## src/rtl/io_interp_phase_stepper.sv

```systemverilog
// Purpose: walks the even/odd gray select pair of an N-phase interpolator one half-step at a time toward a target.
// Latency: first step on the edge after acceptance, then one step every settle+1 cycles; done one cycle after the last step/settle.
// Backpressure: target_ready is high only in IDLE; offers made while walking are ignored, and freeze holds the walk in place.
//
// Ports:
//   clk, reset                  clock, synchronous active-high reset
//   target_valid/ready/phase    target handshake (position 0..2*NUM_PHASES-1)
//   settle_cycles, freeze       idle cycles after each step (sampled at accept), walk pause
//   mux_sel_a/b                 registered gray selects for the even/odd mux
//   phase_cur, step_pulse       current binary position, one-cycle pulse per move
//   busy, done                  walking indicator, one-cycle completion pulse
module io_interp_phase_stepper #(
  parameter int NUM_PHASES = 8,
  parameter int SEL_W      = $clog2(NUM_PHASES),
  parameter int PHASE_W    = SEL_W + 1,
  parameter int SETTLE_W   = 4
) (
  input  logic                clk,
  input  logic                reset,
  input  logic                target_valid,
  input  logic [PHASE_W-1:0]  target_phase,
  output logic                target_ready,
  input  logic [SETTLE_W-1:0] settle_cycles,
  input  logic                freeze,
  output logic [SEL_W-1:0]    mux_sel_a,
  output logic [SEL_W-1:0]    mux_sel_b,
  output logic [PHASE_W-1:0]  phase_cur,
  output logic                step_pulse,
  output logic                busy,
  output logic                done
);

  typedef enum logic [1:0] {
    S_IDLE   = 2'd0,
    S_STEP   = 2'd1,
    S_SETTLE = 2'd2
  } state_t;

  localparam logic [PHASE_W-1:0]  HALF_RING = PHASE_W'(NUM_PHASES);
  localparam logic [PHASE_W-1:0]  ONE_POS   = PHASE_W'(1);
  localparam logic [SETTLE_W-1:0] ONE_CNT   = SETTLE_W'(1);

  state_t              state_q, state_d;
  logic [PHASE_W-1:0]  phase_q, phase_d;
  logic [PHASE_W-1:0]  target_q, target_d;
  logic                dir_up_q, dir_up_d;
  logic [SETTLE_W-1:0] settle_q, settle_d;
  logic [SETTLE_W-1:0] count_q, count_d;
  logic [SEL_W-1:0]    sel_a_q, sel_a_d;
  logic [SEL_W-1:0]    sel_b_q, sel_b_d;
  logic                step_q, step_d;
  logic                done_q, done_d;

  logic [PHASE_W-1:0]  diff;
  logic [PHASE_W-1:0]  next_pos;
  logic [PHASE_W-1:0]  phase_d_plus1;
  logic [SEL_W-1:0]    sel_a_bin;
  logic [SEL_W-1:0]    sel_b_bin;

  always_comb begin
    state_d  = state_q;
    phase_d  = phase_q;
    target_d = target_q;
    dir_up_d = dir_up_q;
    settle_d = settle_q;
    count_d  = count_q;
    step_d   = 1'b0;
    done_d   = 1'b0;

    // Modular distance on the 2N ring; PHASE_W wrap does the mod for free.
    diff     = target_phase - phase_q;
    next_pos = dir_up_q ? (phase_q + ONE_POS) : (phase_q - ONE_POS);

    case (state_q)
      S_IDLE: begin
        if (target_valid) begin
          if (diff == '0) begin
            done_d = 1'b1;
          end else begin
            target_d = target_phase;
            // Half-way tie (diff == N) resolves upward.
            dir_up_d = (diff <= HALF_RING);
            settle_d = settle_cycles;
            state_d  = S_STEP;
          end
        end
      end
      S_STEP: begin
        if (!freeze) begin
          phase_d = next_pos;
          step_d  = 1'b1;
          if (settle_q == '0) begin
            if (next_pos == target_q) begin
              state_d = S_IDLE;
              done_d  = 1'b1;
            end
          end else begin
            state_d = S_SETTLE;
            count_d = settle_q;
          end
        end
      end
      S_SETTLE: begin
        if (!freeze) begin
          if (count_q <= ONE_CNT) begin
            count_d = '0;
            if (phase_q == target_q) begin
              state_d = S_IDLE;
              done_d  = 1'b1;
            end else begin
              state_d = S_STEP;
            end
          end else begin
            count_d = count_q - ONE_CNT;
          end
        end
      end
      default: state_d = S_IDLE;
    endcase

    // Selects are decoded from the next position so they land on the same
    // edge as phase_cur. Top PHASE_W-1 bits of (p+1) are already mod N.
    phase_d_plus1 = phase_d + ONE_POS;
    sel_a_bin     = phase_d_plus1[PHASE_W-1:1];
    sel_b_bin     = phase_d[PHASE_W-1:1];
    sel_a_d       = sel_a_bin ^ (sel_a_bin >> 1);
    sel_b_d       = sel_b_bin ^ (sel_b_bin >> 1);
  end

  always_ff @(posedge clk) begin
    if (reset) begin
      state_q  <= S_IDLE;
      phase_q  <= '0;
      target_q <= '0;
      dir_up_q <= 1'b1;
      settle_q <= '0;
      count_q  <= '0;
      sel_a_q  <= '0;
      sel_b_q  <= '0;
      step_q   <= 1'b0;
      done_q   <= 1'b0;
    end else begin
      state_q  <= state_d;
      phase_q  <= phase_d;
      target_q <= target_d;
      dir_up_q <= dir_up_d;
      settle_q <= settle_d;
      count_q  <= count_d;
      sel_a_q  <= sel_a_d;
      sel_b_q  <= sel_b_d;
      step_q   <= step_d;
      done_q   <= done_d;
    end
  end

  assign target_ready = (state_q == S_IDLE);
  assign busy         = (state_q != S_IDLE);
  assign mux_sel_a    = sel_a_q;
  assign mux_sel_b    = sel_b_q;
  assign phase_cur    = phase_q;
  assign step_pulse   = step_q;
  assign done         = done_q;

endmodule

```

## config.mk

```make
export PLATFORM = sky130hd
export DESIGN_NAME = io_interp_phase_stepper
export DESIGN_NICKNAME = d
export VERILOG_FILES = /design/src/rtl/io_interp_phase_stepper.sv
export SDC_FILE = /design/constraint.sdc
export NUM_CORES = 1
export LEC_CHECK = 0
export ABC_AREA = 1
export BUFFER_PORTS_ARGS = -buffer_cell sky130_fd_sc_hd__buf_4
export CAP_MARGIN = 20
export CORE_MARGIN = 10
export CORE_UTILIZATION = 55
export CTS_CLUSTER_DIAMETER = 150
export DETAILED_ROUTE_END_ITERATION = 8
export GPL_TIMING_DRIVEN = 0
export PLACE_DENSITY_LB_ADDON = 0.15
export SETUP_SLACK_MARGIN = 0.1
export SYNTH_ARGS = -nofsm -noshare
export SYNTH_HDL_FRONTEND = slang
export SYNTH_SLANG_ARGS = --single-unit
```

## constraint.sdc

```tcl
create_clock -name clk -period 4.2 [get_ports clk]
set_input_delay 0.63 -clock clk [delete_from_list [all_inputs] [get_ports clk]]
set_output_delay 0.63 -clock clk [all_outputs]
set_load 0.01 [all_outputs]
```

==> out/results.ini, run 1 <==
[logic_synthesis]
synth.area.mux_share_pct=0
synth_top_family_by_area=simple AND/OR/NAND/NOR gates
synth-xor-area-share_pct=6.55
seq_area_frac_synth_pct=33.2
synth_seq_cells=26
yosysWarningCount=0
synth_nets=240
yosys.area_share.simple_pct=26.0
yosysUniqueCellTypes=33
synth_compound_area_share_pct=16.3
synth_cells=218
synthesis.area_um2=1570
synth_fa_ha_area_share_pct=8.47
post_synth.cell_area_avg_um2=7.19

[global_routing]
grt_pass1_vias=1315
grt_usage_pct=13.1
antenna_found_initial=0
grt_pass1_wl_mm=5.87
grt.overflow.total=0
grt_max_degree=15

[route]
wl_per_cell_um=12.4
routed-via-count=1418
antenna_left=0
drt_pass1_iterations=6
drc=0
drt-initial-drc-count=69
wirelength_mm=3.43
viasPerCell=5.12

[die]
die_x_um=73.4
rows=19
dieArea_um2=5380
ioPinCount=26
fp.dieH_um=73.4
initial_core_util_pct=57.3
core-area_um2=2730

[worst_setup_path]
worstSetupPathType=reg -> reg
reg2reg_from=phase_cur[0]
cp_max_fo=6
cp-end-kind=flip-flop
worst_setup_path_start_kind=flip-flop
rr_endpoint=mux_sel_a[1]
r2r_slack_ns=1.81
crit_arrival_ns=2.62
required_ns=4.43
ff2ff_path_depth=12

[power]
leakage_nw=0.885
power.total_mw=1.08
power.density_nw_per_um2=594
irDropWorstVdd_mv=0.526

[place]
dp_hpwl_mm=2.71
place_area_um2=1790
numPortBuffers=24
gp_congestion=0.771
dp_cells=273

[clock_network]
htreeDepth=1
cts_made_buffers=3
cts_sinks=26
cts_root_buf=clkbuf_4
hold_buffers=0
cts_resized=0
cts_buffer_depth=2
post_cts_buffers=0
clk_pin_slew_ns=0.15
clk_latency_ns=0.33
cts_tree=done

[sta]
finalSetupTns_ns=0
post-route-period-util_pct=57.0
slew_headroom_pct=73.0
fin_skew_ns=0.00776
rsz0062_at_grt=no
worst_slew_pin_slew_ns=0.405
hold_violations=0
timing.fmax_mhz=418
drv_slew=0
period_needed_ns=2.39
setup_viol=0

[run]
maxCapViolCount=0

[layout]
final_net_count=269
antenna_cells=0
fin_cells=277
fin_util_pct=66.6
drive_gt1_share_pct=19.1
syn_to_final_growth_pct=16.3
final_area_um2=1820

[worst_hold_path]
hp-class=reg -> reg
min_to=settle_q[3]
hold_path_depth=2
min_from=settle_q[3]

[status]
status=completed

## worst max-delay path: stages, from the launching register on
cell     delay (ns)
dfxtp_1        0.56
inv_1          0.12
fa_1           0.45
or2_2          0.33
nand2_1        0.08
nand2_2        0.06
o21ai_4        0.10
ha_1           0.22
nand2_1        0.07
nand2_1        0.10
nand2_1        0.08
nand2_1        0.07
a21oi_2        0.05
## final cells by class
cell class                 instances  area, um^2
buffer                             4        27.5
timing repair buffer              24         180
clock buffer                       4        36.3
fill                             252         912
tap                               31        38.8
inverter                          32         120
sequential                        26         520
multi-input combinational        156         898
## sequential cells by signal, summed over array words and instances, names as in the netlist
register / cells
target_q: 4
mux_sel_b: 2
phase_cur: 4
done: 1
state_q: 2
count_q: 4
step_pulse: 1
dir_up_q: 1
settle_q: 4
mux_sel_a: 3
## report_power, final
group          switching [mW]  leakage [nW]  internal [mW]
clock                  0.0786        0.0210         0.0532
combinational           0.332         0.651          0.241
sequential             0.0610         0.213          0.316
total                   0.472         0.885          0.610
## cell families (layout without fill, tap and decap cells)
group	count (synthesis)	in the layout
buffers and inverters	36	64
adders and majority gates	10	10
and+or+nand+nor	92	92
xor gates and xnor gates	10	10
AOI/OAI and AO/OA	44	44
DFF	26	26
## metal layers
| layer | part of all wire [%] | GRT usage, % |
|---|---|---|
| met3 | 6.1 | 3.50 |
| met5 | 0 | 0 |
| met1 | 48 | 17.1 |
| met4 | 1.5 | 4.35 |
| met2 | 44 | 20.3 |
## cells in the mapped netlist, drive strengths merged
| cell | n | area, um^2 |
|---|---|---|
| nand2 | 45 | 176 |
| inv | 32 | 120 |
| dfxtp | 26 | 521 |
| nor2 | 24 | 109 |
| a21oi | 20 | 108 |
| o21ai | 17 | 96.4 |
| nand3 | 15 | 75.1 |
| ha | 9 | 113 |
| xnor2 | 5 | 43.8 |
| xor2 | 5 | 58.8 |
| buf | 3 | 23.8 |
| nand4 | 3 | 18.8 |
| a2bb2oi | 2 | 17.5 |
| nor3 | 2 | 10.0 |
| o22ai | 2 | 12.5 |
| or2 | 2 | 12.5 |
| a211oi | 1 | 7.51 |
| a31oi | 1 | 6.26 |
| and2 | 1 | 6.26 |
| clkbuf | 1 | 3.75 |
| fa | 1 | 20.0 |
| o211ai | 1 | 7.51 |
## per-stage QoR
stage	hold WS [ns]	setup slack, ns
after global routing	0.531	1.61
after global placement	0.476	1.92
after CTS	0.493	1.83
after detailed placement	0.473	1.86
after floorplan	0.444	2.04
final	0.496	1.81
## placed cells by master (no fill, tap or decap), types with 6 or more instances in the layout
| cell type | count |
|---|---|
| a21oi_1 | 18 |
| buf_4 | 25 |
| dfxtp_1 | 26 |
| ha_1 | 9 |
| inv_1 | 27 |
| nand2_1 | 42 |
| nand3_1 | 15 |
| nor2_1 | 22 |
| o21ai_0 | 6 |
| o21ai_1 | 10 |
## worst max path at each step
stage | from | to | slack [ns] | cells past startpoint
after global routing | phase_cur[0] | mux_sel_a[1] | 1.61 | 12
after global placement | phase_cur[0] | mux_sel_a[1] | 1.92 | 12
after floorplan | phase_cur[0] | mux_sel_a[1] | 2.04 | 12
after CTS | phase_cur[0] | mux_sel_a[1] | 1.83 | 12
final | phase_cur[0] | mux_sel_a[1] | 1.81 | 12
after detailed placement | phase_cur[0] | mux_sel_a[1] | 1.86 | 12
(Power assumes the default switching activity.)
==> inputs of run 2 (changes only) <==
Clock period 4.2 ns to 2.4 ns, I/O delays scaled along.
==> run 2 against run 1 <==
  * Wire length grew 0.90%
  * Sequential share of layout area is essentially flat
  * Utilization grew 1.0 points
  * Sequential cell count is the same
  * Final cell count grew 0.36%
  * Largest power group unchanged
==> out/results.ini, run 2 (synthesis gave the netlist of run 1 again) <==
[clock_network]
cts_buffer_depth=2
cts_sinks=26
cts_root_buf=clkbuf_4
cts_tree=done
cts_made_buffers=3
clk_pin_slew_ns=0.14
hold_buffers=0
htreeDepth=1
clk_latency_ns=0.32

[sta]
fin_ws_ns=0.242
fin_skew_ns=0.00462
drv_slew=0
slew_headroom_pct=73.1
rsz0062_at_grt=no
timing.hold.ws_ns=0.274
period_needed_ns=2.16
hold_violations=0
finalSetupTns_ns=0
post-route-period-util_pct=89.9
setup_viol=0
worst_slew_pin_slew_ns=0.404
timing.fmax_mhz=463

[route]
wl_per_cell_um=12.4
routed-via-count=1417
antenna_left=0
drt_pass1_iterations=4
wirelength_mm=3.46
drt-initial-drc-count=93
viasPerCell=5.10
drc=0

[die]
initial_core_util_pct=57.3
dieArea_um2=5380
fp.dieH_um=73.4
ioPinCount=26
die_x_um=73.4
rows=19
core-area_um2=2730

[status]
status=completed

[global_routing]
grt_usage_pct=13.1
grt_pass1_vias=1315
grt_max_degree=15
grt_pass1_wl_mm=5.87
antenna_found_initial=0
grt.overflow.total=0

[place]
gp_congestion=0.771
dp_hpwl_mm=2.71
place_area_um2=1790
dp_cells=273
numPortBuffers=24
place_ws_ns=0.0562

[layout]
fin_cells=278
syn_to_final_growth_pct=18.1
nFillCells=248
final_common_cell=nand2_1
drive_gt1_share_pct=20.6
final_area_um2=1850
antenna_cells=0
regArea_um2=528
multi_input_area_um2=911
final_net_count=270
fin_util_pct=67.6
final_cell_mix=42 x nand2_1, 27 x inv_1, 26 x buf_4, 24 x dfxtp_1, 22 x nor2_1

[run]
maxCapViolCount=0

[power]
p_int_mw=1.08
seqPwrFrac_pct=34.3
combPwrFrac_pct=54.0
irDropWorstVdd_mv=0.923
power.total_mw=1.91
power.density_nw_per_um2=1030
netSwitchingPower_uw=829
clkPwrFrac_pct=11.8
leakage_nw=0.890
switching_share_pct=43.4

[worst_setup_path]
r2r_slack_ns=0.24
path_cells=inv_1, fa_1, or2_2, nand2_1, nand2_2, o21ai_4, ha_4, nand2_1, nand2_1, nand2_1, nand2_1, a21oi_2
crit_cells=12
crit_arrival_ns=2.38
critical_path.top_delay_family=simple AND/OR/NAND/NOR gates
worstSetupPathType=reg -> reg
crit_buf_inv=1
max_stage_delay_ns=0.42
crit_path_frequent_cell=nand2_1
worst_setup_path_start_kind=flip-flop
required_ns=2.62
crit_path_top_delay_cell=fa_1
cp_max_fo=5
cp-end-kind=flip-flop
ff2ff_path_depth=12

[worst_hold_path]
hp-class=in -> reg
hold_path_depth=3

==> run 2: cell count changes in the layout (fill, tap and decap cells not counted), sizes merged <==
cell	delta
buf	+1
==> run 2: final timing paths <==
| check | start | endpoint |
|---|---|---|
| setup reg to reg | phase_cur[1] | mux_sel_a[1] |
| hold reg to reg | settle_q[3] | settle_q[3] |
| setup / recovery | phase_cur[1] | mux_sel_a[1] |
| hold / removal | target_phase[2] | target_q[2] |
==> run 2: layer usage <==
metal | vias to the layer above | GRT usage, % | share of wire (%)
li1 | 766 | - | -
met1 | 621 | 17.1 | 49
met2 | 26 | 20.3 | 45
met3 | 4 | 3.50 | 5.6
met4 | 0 | 4.35 | 1.1
met5 | - | 0 | 0
==> run 2: cell type report <==
| cell class | count | area share (%) |
|---|---|---|
| clock buffers | 4 | 1.96 |
| multi-input cells | 156 | 49.3 |
| flip-flops and latches | 26 | 28.6 |
| well taps | 31 | 2.10 |
| inverters | 32 | 6.50 |
| plain buffers | 4 | 1.49 |
| repair buffers | 25 | 10.1 |
==> run 2: tightest hold or removal path: stages <==
cell	delay, ns
buf_4	0.09
o21ai_1	0.06
nor2_1	0.07
==> run 2: timing repair <==
| item | CTS | global route |
|---|---|---|
| setup endpoints to repair | 1 | 4 |
| cloned | 0 | 0 |
| resized for setup | 1 | 5 |
| buffers inserted | 0 | 1 |
| pin swaps | 0 | 0 |
==> run 2: power groups by stage <==
stage / sequential [mW] / combinational [mW] / clock, mW
finish: 0.656 / 1.03 / 0.225
global route: 0.669 / 1.19 / 0.241
CTS: 0.658 / 1.01 / 0.228
detailed placement: 0.666 / 0.999 / 0
global placement: 0.664 / 0.979 / 0
floorplan: 0.662 / 0.739 / 0
